$ cat src/rtl/source_ser_1bit.sv
// Parallel-to-serial stage: accepts WIDTH-bit words on valid/ready and shifts them out
// MSB-first, one bit per enabled clk, with an optional idle gap after each word.
module source_ser_1bit #(
    parameter int WIDTH = 16,
    parameter int GAP   = 2
) (
    input  logic             clk,
    input  logic             rst_n,
    input  logic [WIDTH-1:0] din,
    input  logic             din_valid,
    input  logic             din_last,
    output logic             din_ready,
    input  logic             out_en,
    output logic             data_out,
    output logic             data_en_out,
    output logic             frame_end,
    output logic             busy,
    output logic [1:0]       dbg_state
);

    localparam int CW = $clog2(WIDTH);
    localparam int GW = (GAP > 1) ? $clog2(GAP) : 1;
    localparam logic [CW-1:0] CNT_LAST  = CW'(WIDTH - 1);
    localparam logic [GW-1:0] GCNT_LAST = GW'((GAP > 0) ? GAP - 1 : 0);

    typedef enum logic [1:0] {
        S_IDLE  = 2'd0,
        S_SHIFT = 2'd1,
        S_GAP   = 2'd2
    } state_t;

    state_t           r_state;
    logic [WIDTH-1:0] r_shreg;
    logic [CW-1:0]    r_cnt;
    logic             r_last;
    logic [GW-1:0]    r_gcnt;
    logic             r_data_out;
    logic             r_data_en;
    logic             r_frame_end;

    logic w_last_bit;
    logic w_ready;
    logic w_xfer;

    // Handshake: a word transfers on a rising edge where din_valid and din_ready are both high.
    // din_ready depends only on registered state and out_en, never on din_valid.
    assign w_last_bit = (r_state == S_SHIFT) && (r_cnt == CNT_LAST) && out_en;
    assign w_ready    = rst_n && ((r_state == S_IDLE) || (w_last_bit && (GAP == 0)));
    assign w_xfer     = din_valid && w_ready;

    always_ff @(posedge clk or negedge rst_n) begin
        if (!rst_n) begin
            r_state     <= S_IDLE;
            r_shreg     <= '0;
            r_cnt       <= '0;
            r_last      <= 1'b0;
            r_gcnt      <= '0;
            r_data_out  <= 1'b0;
            r_data_en   <= 1'b0;
            r_frame_end <= 1'b0;
        end else begin
            case (r_state)
                S_IDLE: begin
                    r_data_en   <= 1'b0;
                    r_frame_end <= 1'b0;
                    if (w_xfer) begin
                        r_shreg <= din;
                        r_last  <= din_last;
                        r_cnt   <= '0;
                        r_state <= S_SHIFT;
                    end
                end
                S_SHIFT: begin
                    if (out_en) begin
                        r_data_out  <= r_shreg[WIDTH-1];
                        r_data_en   <= 1'b1;
                        r_frame_end <= (r_cnt == CNT_LAST) && r_last;
                        if (r_cnt != CNT_LAST) begin
                            r_shreg <= {r_shreg[WIDTH-2:0], 1'b0};
                            r_cnt   <= r_cnt + 1'b1;
                        end else if (w_xfer) begin
                            // Back-to-back reload keeps the stream continuous.
                            r_shreg <= din;
                            r_last  <= din_last;
                            r_cnt   <= '0;
                        end else begin
                            r_shreg <= '0;
                            r_cnt   <= '0;
                            r_gcnt  <= '0;
                            r_state <= (GAP > 0) ? S_GAP : S_IDLE;
                        end
                    end else begin
                        r_data_en   <= 1'b0;
                        r_frame_end <= 1'b0;
                    end
                end
                S_GAP: begin
                    r_data_en   <= 1'b0;
                    r_frame_end <= 1'b0;
                    if (r_gcnt == GCNT_LAST) begin
                        r_gcnt  <= '0;
                        r_state <= S_IDLE;
                    end else begin
                        r_gcnt <= r_gcnt + 1'b1;
                    end
                end
                default: r_state <= S_IDLE;
            endcase
        end
    end

    assign din_ready   = w_ready;
    assign data_out    = r_data_out;
    assign data_en_out = r_data_en;
    assign frame_end   = r_frame_end;
    assign busy        = (r_state != S_IDLE);
    assign dbg_state   = r_state;

endmodule
$ cat config.mk
export PLATFORM = sky130hd
export DESIGN_NAME = source_ser_1bit
export DESIGN_NICKNAME = d
export VERILOG_FILES = /design/src/rtl/source_ser_1bit.sv
export SDC_FILE = /design/constraint.sdc
export NUM_CORES = 1
export LEC_CHECK = 0
export ABC_AREA = 1
export CORE_MARGIN = 10
export CORE_UTILIZATION = 30
export CTS_BUF_LIST = sky130_fd_sc_hd__clkbuf_8
export DETAILED_ROUTE_END_ITERATION = 12
export GPL_ROUTABILITY_DRIVEN = 0
export SLEW_MARGIN = 15
export SYNTH_ARGS = -nofsm -noshare
export SYNTH_HDL_FRONTEND = slang
export SYNTH_SLANG_ARGS = --single-unit
$ cat constraint.sdc
create_clock -name clk -period 1.35 [get_ports clk]
set_clock_uncertainty 0.15 [all_clocks]
set_input_delay 0.2025 -clock clk [delete_from_list [all_inputs] [get_ports clk]]
set_output_delay 0.2025 -clock clk [all_outputs]
set_load 0.02 [all_outputs]
==> out/metrics.cfg, run 1 <==
[drt]
wl_per_cell_microns=13.6
wirelength_microns=4090
antenna_left=0
vias=1416
drtIter0Drc=44
firstDrtPassIters=4
drcViolationCount=0
via_per_inst=4.72

[setup_path]
worstSetupStartpoint=dbg_state[0]$_DFFE_PN0P_
reg2reg_depth=9
critPathArrivalTime_ns=1.51
required_ns=1.36
end_kind=flop
r2r_slack_ns=-0.15
crit_fanout=5
worstSetupPathType=reg -> reg
reg2reg_to=dbg_state[0]$_DFFE_PN0P_
startpoint_type=flop
crit_end=dbg_state[0]$_DFFE_PN0P_
timing.rr.start=dbg_state[0]$_DFFE_PN0P_

[yosys]
synth_cell_type_count=19
synth_seq_cells=27
synth.area.top_cells=dfrtp_1 49%, nand2_1 27%, nand3_1 9.0%
synth_area_leader_cell=dfrtp_1
postSynthAreaPerCell_sq_um=7.43
syn_nets=208
synthesis.instances=186
seq_area_frac_synth_pct=48.9
synthesis.area_sq_um=1380
netlist.area_leader.share_pct=48.9
yosys_warnings=0

[floorplan]
die_x_microns=87.9
coreArea_sq_um=4410
io_pins=28
start_util_pct=31.3
dieArea_sq_um=7720
row_count=24
die_h_microns=87.9

[finish]
final_cell_mix=61 x nand2_1, 33 x nand2_2, 25 x dfrtp_1
final_core_util_pct=52.6
stdcell_area_sq_um=2320
area_growth_pct=67.8
fillers=406
antenna_cells=0
drive_gt1_share_pct=42.3
seqCellArea_sq_um=678
nNetsFinal=271
final_common_cell=nand2_1
multi_input_comb_area_sq_um=786

[place]
dpl.hpwl_microns=2470
port_buffers=27
place_area_sq_um=1860

[status]
status=complete, but fails checks
violations=negative setup slack

[clock_tree]
root_buffer=clkbuf_8
clk_pin_slew_ns=0.10
clock_sinks=27
cts_tree=done
insertion_delay_ns=0.28
clk_path_buf_depth=2
htree_num_levels=1
cts_buffers=3

[global_routing]
grt_pass1_vias=1521
grt-ovfl-total=0
grt_usage_pct=11.2
antenna_found_initial=0
grt_max_degree=28
grt_pass1_wl_microns=7010

[sta]
max_slew_margin_pct=75.9
hold_slack_ns=0.305
slew_viol_final=0
period_needed_ns=1.50
setup_violations=29
max_slew.worst_pin.slew_ns=0.362
worst_slack_ns=-0.152
max_clock_freq_mhz=666
rsz0062_at_grt=true
period_share_pct=111
final_hold_viol_count=0

[run]
drv_cap=0

[pwr]
pwr-share-seq_pct=41.7
clock_power_share_pct=17.3
internal-power_mw=1.80
p_total_mw=2.77
switching_power_mw=0.962
switching_share_pct=34.8
pwr-share-comb_pct=41.0
power.leakage_nw=1.20
p_per_area_nw_per_um2=1190
peakVddDrop_mv=0.648

[hold_path]
hold_path.class=in -> async

[registers in the layout, summed over array words and instances, names as in the netlist]
| name | count |
|---|---|
| data_en_out | 1 |
| data_out | 1 |
| dbg_state | 2 |
| frame_end | 1 |
| r_cnt | 4 |
| r_gcnt | 1 |
| r_last | 1 |
| r_shreg | 16 |
[power groups by stage]
stage | sequential [mW] | combinational, mW | clock (mW)
2_1_floorplan | 1.14 | 0.426 | 0
3_3_place_gp | 1.12 | 0.770 | 0
3_5_place_dp | 1.12 | 0.782 | 0
4_1_cts | 1.13 | 1.03 | 0.482
5_1_grt | 1.18 | 1.26 | 0.519
6_report | 1.15 | 1.13 | 0.479
[layout make-up]
class	instances	area share (%)
clock buffers	3	1.78
clock inverters	1	0.216
inverters	10	2.05
multi-input cells	141	33.9
flip-flops and latches	27	29.2
well taps	52	2.80
repair buffers	66	30.0
[timing repair]
item | in CTS | in global routing
setup endpoints to repair | 30 | 33
resized for setup | 77 | 32
pin swaps | 25 | 10
buffers inserted | 11 | 4
hold buffers | 0 | 0
cloned | 4 | 0
[stage by stage]
step / setup TNS (ns) / worst slack [ns] / std cells
after detailed placement: -6.05 / -0.480 / 279
final: -3.00 / -0.152 / 300
after floorplan: -0.0741 / -0.00666 / 186
after global placement: -5.64 / -0.454 / 279
after CTS: -2.67 / -0.132 / 296
after global routing: -4.71 / -0.202 / 300
[worst max-delay path, stage by stage (launching register included)]
cell and delay (ns):
dfrtp_2 0.44, buf_6 0.13, inv_4 0.05, nor2_4 0.04, buf_4 0.13, buf_12 0.12
nand2_2 0.09, nand3_2 0.08, nand2_1 0.07, nand2_1 0.07
[layer usage]
layer	track usage, %	vias to the layer above	share of wire (%)	wire length (microns)
li1	-	705	-	-
met1	12.9	683	43	1750
met2	19.2	20	52	2130
met3	1.58	8	2.2	88
met4	6.81	0	3.0	124
met5	0	-	0	0
[kinds of logic (layout without fill, tap and decap cells)]
kind of cell    count (synthesis)  after routing  synth area share (%)
buf+inv                        18             80                  7.15
flops                          27             27                  48.9
fa+ha+maj                       1              1                 0.905
compound gates                  2              2                 0.723
simple gates                  137            137                  41.7
xor+xnor                        1              1                 0.634
[synthesized netlist by cell type]
cell type,number
nor2_4,1
xnor2_1,1
inv_1,9
nand3b_1,1
nor2_1,5
nand4_1,1
buf_4,4
a21oi_1,1
nand2_2,2
nand2_1,100
clkbuf_1,1
dfrtp_1,27
o21ai_0,1
buf_6,2
nand3_1,25
inv_2,1
ha_1,1
buf_2,1
nand3_2,2
[how the worst min path moves through the flow]
stage,from,end,slack [ns],cells past startpoint
floorplan,rst_n,data_en_out$_DFFE_PN0P_,-0.24,0
global placement,r_shreg[14]$_DFFE_PN0P_,r_shreg[14]$_DFFE_PN0P_,0.31,2
detailed placement,data_out$_DFFE_PN0P_,data_out$_DFFE_PN0P_,0.31,2
CTS,rst_n,r_shreg[3]$_DFFE_PN0P_,0.31,3
global route,rst_n,r_cnt[0]$_DFFE_PN0P_,0.34,3
finish,rst_n,r_cnt[0]$_DFFE_PN0P_,0.30,3
Note: power is estimated with default switching activity, not from simulation.
==> run 2, diff against run 1 <==
CTS_BUF_LIST = sky130_fd_sc_hd__clkbuf_4 sky130_fd_sc_hd__clkbuf_8   (was sky130_fd_sc_hd__clkbuf_8)
==> results of run 2 <==
The final DEF is identical to that of run 1; final timing and power are the same.
==> run 3, diff against run 2 <==
SKIP_CTS_REPAIR_TIMING = 1   (was not set)
SLEW_MARGIN = 20   (was 15)
==> run 3 against run 2 <==
Compared with the run above:
- first-iteration DRC count is 2.3% lower
- sequential share of layout area is 2.3 points higher
- maximum frequency shrank 2.4%
- routed wire length is 11% lower
- the run still ends with negative setup slack left
- sequential power about the same
- setup slack lost 0.037 ns
- critical path depth down 5
- via count down 5.9%
- critical path type is now reg -> out
- flip-flop and latch count is the same
- die area is the same
- clock-buffer cell count did not move
- register-to-register slack improved by 0.02 ns
==> out/metrics.cfg, run 3 (synthesis results as in run 1) <==
[floorplan]
dieArea_sq_um=7720  ; unchanged
die_x_microns=87.9  ; unchanged
io_pins=28  ; unchanged
coreArea_sq_um=4410  ; unchanged
die_h_microns=87.9  ; unchanged
start_util_pct=31.3  ; unchanged
row_count=24  ; unchanged

[pwr]
p_per_area_nw_per_um2=1210  ; was 1190 nW/um^2
switching_share_pct=34.4  ; was 34.8%
switching_power_mw=0.895  ; was 0.962 mW
clock_power_share_pct=18.3  ; was 17.3%
power.leakage_nw=1.16  ; was 1.20 nW
peakVddDrop_mv=0.612  ; was 0.648 mV
pwr-share-comb_pct=37.3  ; was 41.0%
internal-power_mw=1.70  ; was 1.80 mW
pwr-share-seq_pct=44.4  ; was 41.7%

[sta]
max_slew.worst_pin.slew_ns=0.357  ; was 0.362 ns
final_hold_viol_count=0  ; unchanged
setup_violations=25  ; was 29
worst_slack_ns=-0.189  ; was -0.152 ns
period_share_pct=114  ; was 111%
max_clock_freq_mhz=650  ; was 666 MHz
period_needed_ns=1.54  ; was 1.50 ns
finalSetupTns_ns=-2.89  ; was -3.00 ns
max_slew_margin_pct=76.2  ; was 75.9%
rsz0062_at_grt=true  ; unchanged
slew_viol_final=0  ; unchanged

[setup_path]
reg2reg_to=r_shreg[0]$_DFFE_PN0P_  ; was dbg_state[0]$_DFFE_PN0P_
reg2reg_depth=10  ; was 9
critPathArrivalTime_ns=1.19  ; was 1.51 ns
end_kind=primary output  ; was flop
startpoint_type=flop  ; unchanged
r2r_slack_ns=-0.13  ; was -0.15 ns
timing.rr.start=dbg_state[0]$_DFFE_PN0P_  ; unchanged
worstSetupPathType=reg -> out  ; was reg -> reg
crit_fanout=5  ; unchanged
required_ns=1.00  ; was 1.36 ns
crit_end=dbg_state[0]  ; was dbg_state[0]$_DFFE_PN0P_
worstSetupStartpoint=dbg_state[0]$_DFFE_PN0P_  ; unchanged

[finish]
largest_reg_flops=16  ; unchanged
nNetsFinal=259  ; was 271
final_common_cell=nand2_1  ; unchanged
drive_gt1_share_pct=31.4  ; was 42.3%
final_core_util_pct=48.7  ; was 52.6%
final_cell_mix=76 x nand2_1, 25 x dfrtp_1, 23 x nand3_1  ; was 61 x nand2_1, 33 x nand2_2, 25 x dfrtp_1
largest-register=r_shreg  ; unchanged
area_growth_pct=55.4  ; was 67.8%
stdcell_area_sq_um=2150  ; was 2320 sq um
antenna_cells=0  ; unchanged

[global_routing]
grt_pass1_wl_microns=6120  ; was 7010 microns
grt_max_degree=28  ; unchanged
antenna_found_initial=0  ; unchanged
grt-ovfl-total=0  ; unchanged
grt_usage_pct=9.67  ; was 11.2%
grt_pass1_vias=1346  ; was 1521

[clock_tree]
clk_pin_slew_ns=0.10  ; about the same
clock_sinks=27  ; unchanged
htree_num_levels=1  ; unchanged
insertion_delay_ns=0.28  ; about the same
cts_buffers=3  ; unchanged
cts_tree=done  ; unchanged
root_buffer=clkbuf_8  ; unchanged
clk_path_buf_depth=2  ; unchanged

[status]
status=complete, but fails checks  ; unchanged
violations=negative setup slack  ; unchanged

[drt]
via_per_inst=4.63  ; was 4.72
vias=1332  ; was 1416
antenna_left=0  ; unchanged
wirelength_microns=3650  ; was 4090 microns
firstDrtPassIters=4  ; unchanged
drtIter0Drc=43  ; was 44
drcViolationCount=0  ; unchanged
wl_per_cell_microns=12.7  ; was 13.6 microns

[run]
drv_cap=0  ; unchanged

[hold_path]
hold_path.class=in -> async  ; unchanged

[place]
pre_cts_slack_ns=-0.480  ; unchanged
dpl.hpwl_microns=2470  ; unchanged
place_area_sq_um=1860  ; unchanged
port_buffers=27  ; unchanged

run 3: through the flow:
stage | hold WS, ns | cells | total power, mW
2_1_floorplan | -0.243 | 186 | 1.56
3_3_place_gp | 0.313 | 279 | 1.89
3_5_place_dp | 0.313 | 279 | 1.90
4_1_cts | 0.308 | 283 | 2.37
5_1_grt | 0.328 | 288 | 2.79
6_report | 0.289 | 288 | 2.60
run 3: worst min path at each step:
stage / start / end / slack, ns
2_1_floorplan: rst_n / data_en_out$_DFFE_PN0P_ / -0.24
3_3_place_gp: r_shreg[14]$_DFFE_PN0P_ / r_shreg[14]$_DFFE_PN0P_ / 0.31
3_5_place_dp: data_out$_DFFE_PN0P_ / data_out$_DFFE_PN0P_ / 0.31
4_1_cts: rst_n / r_shreg[3]$_DFFE_PN0P_ / 0.31
5_1_grt: rst_n / r_cnt[0]$_DFFE_PN0P_ / 0.33
6_report: rst_n / r_cnt[0]$_DFFE_PN0P_ / 0.29
run 3: power groups by stage:
stage / combinational (mW) / clock (mW) / sequential [mW]
final: 0.969 / 0.476 / 1.15
after global routing: 1.09 / 0.523 / 1.18
after CTS: 0.784 / 0.482 / 1.10
after detailed placement: 0.782 / 0 / 1.12
after global placement: 0.770 / 0 / 1.12
after floorplan: 0.426 / 0 / 1.14
run 3: critical path, cell delays in order (launching register included):
cell and delay (ns):
dfrtp_2 0.41, buf_4 0.13, buf_6 0.12, buf_4 0.13
buf_6 0.12
run 3: area by class of cell:
class,instances,area [sq um]
sequential,27,678
clock buffer,3,41.3
clock inverter,1,5.00
timing repair buffer,54,559
tap,52,65.1
multi-input combinational,141,754
inverter,10,45.0
fill,440,2270
run 3: layer usage:
metal  vias up  GRT usage, %  part of all wire (%)
met5         -             0                     0
met4         0          5.51                   2.1
met3         4          1.30                   1.9
met2        14          15.5                    50
met1       636          12.1                    46
li1        678             -                     -
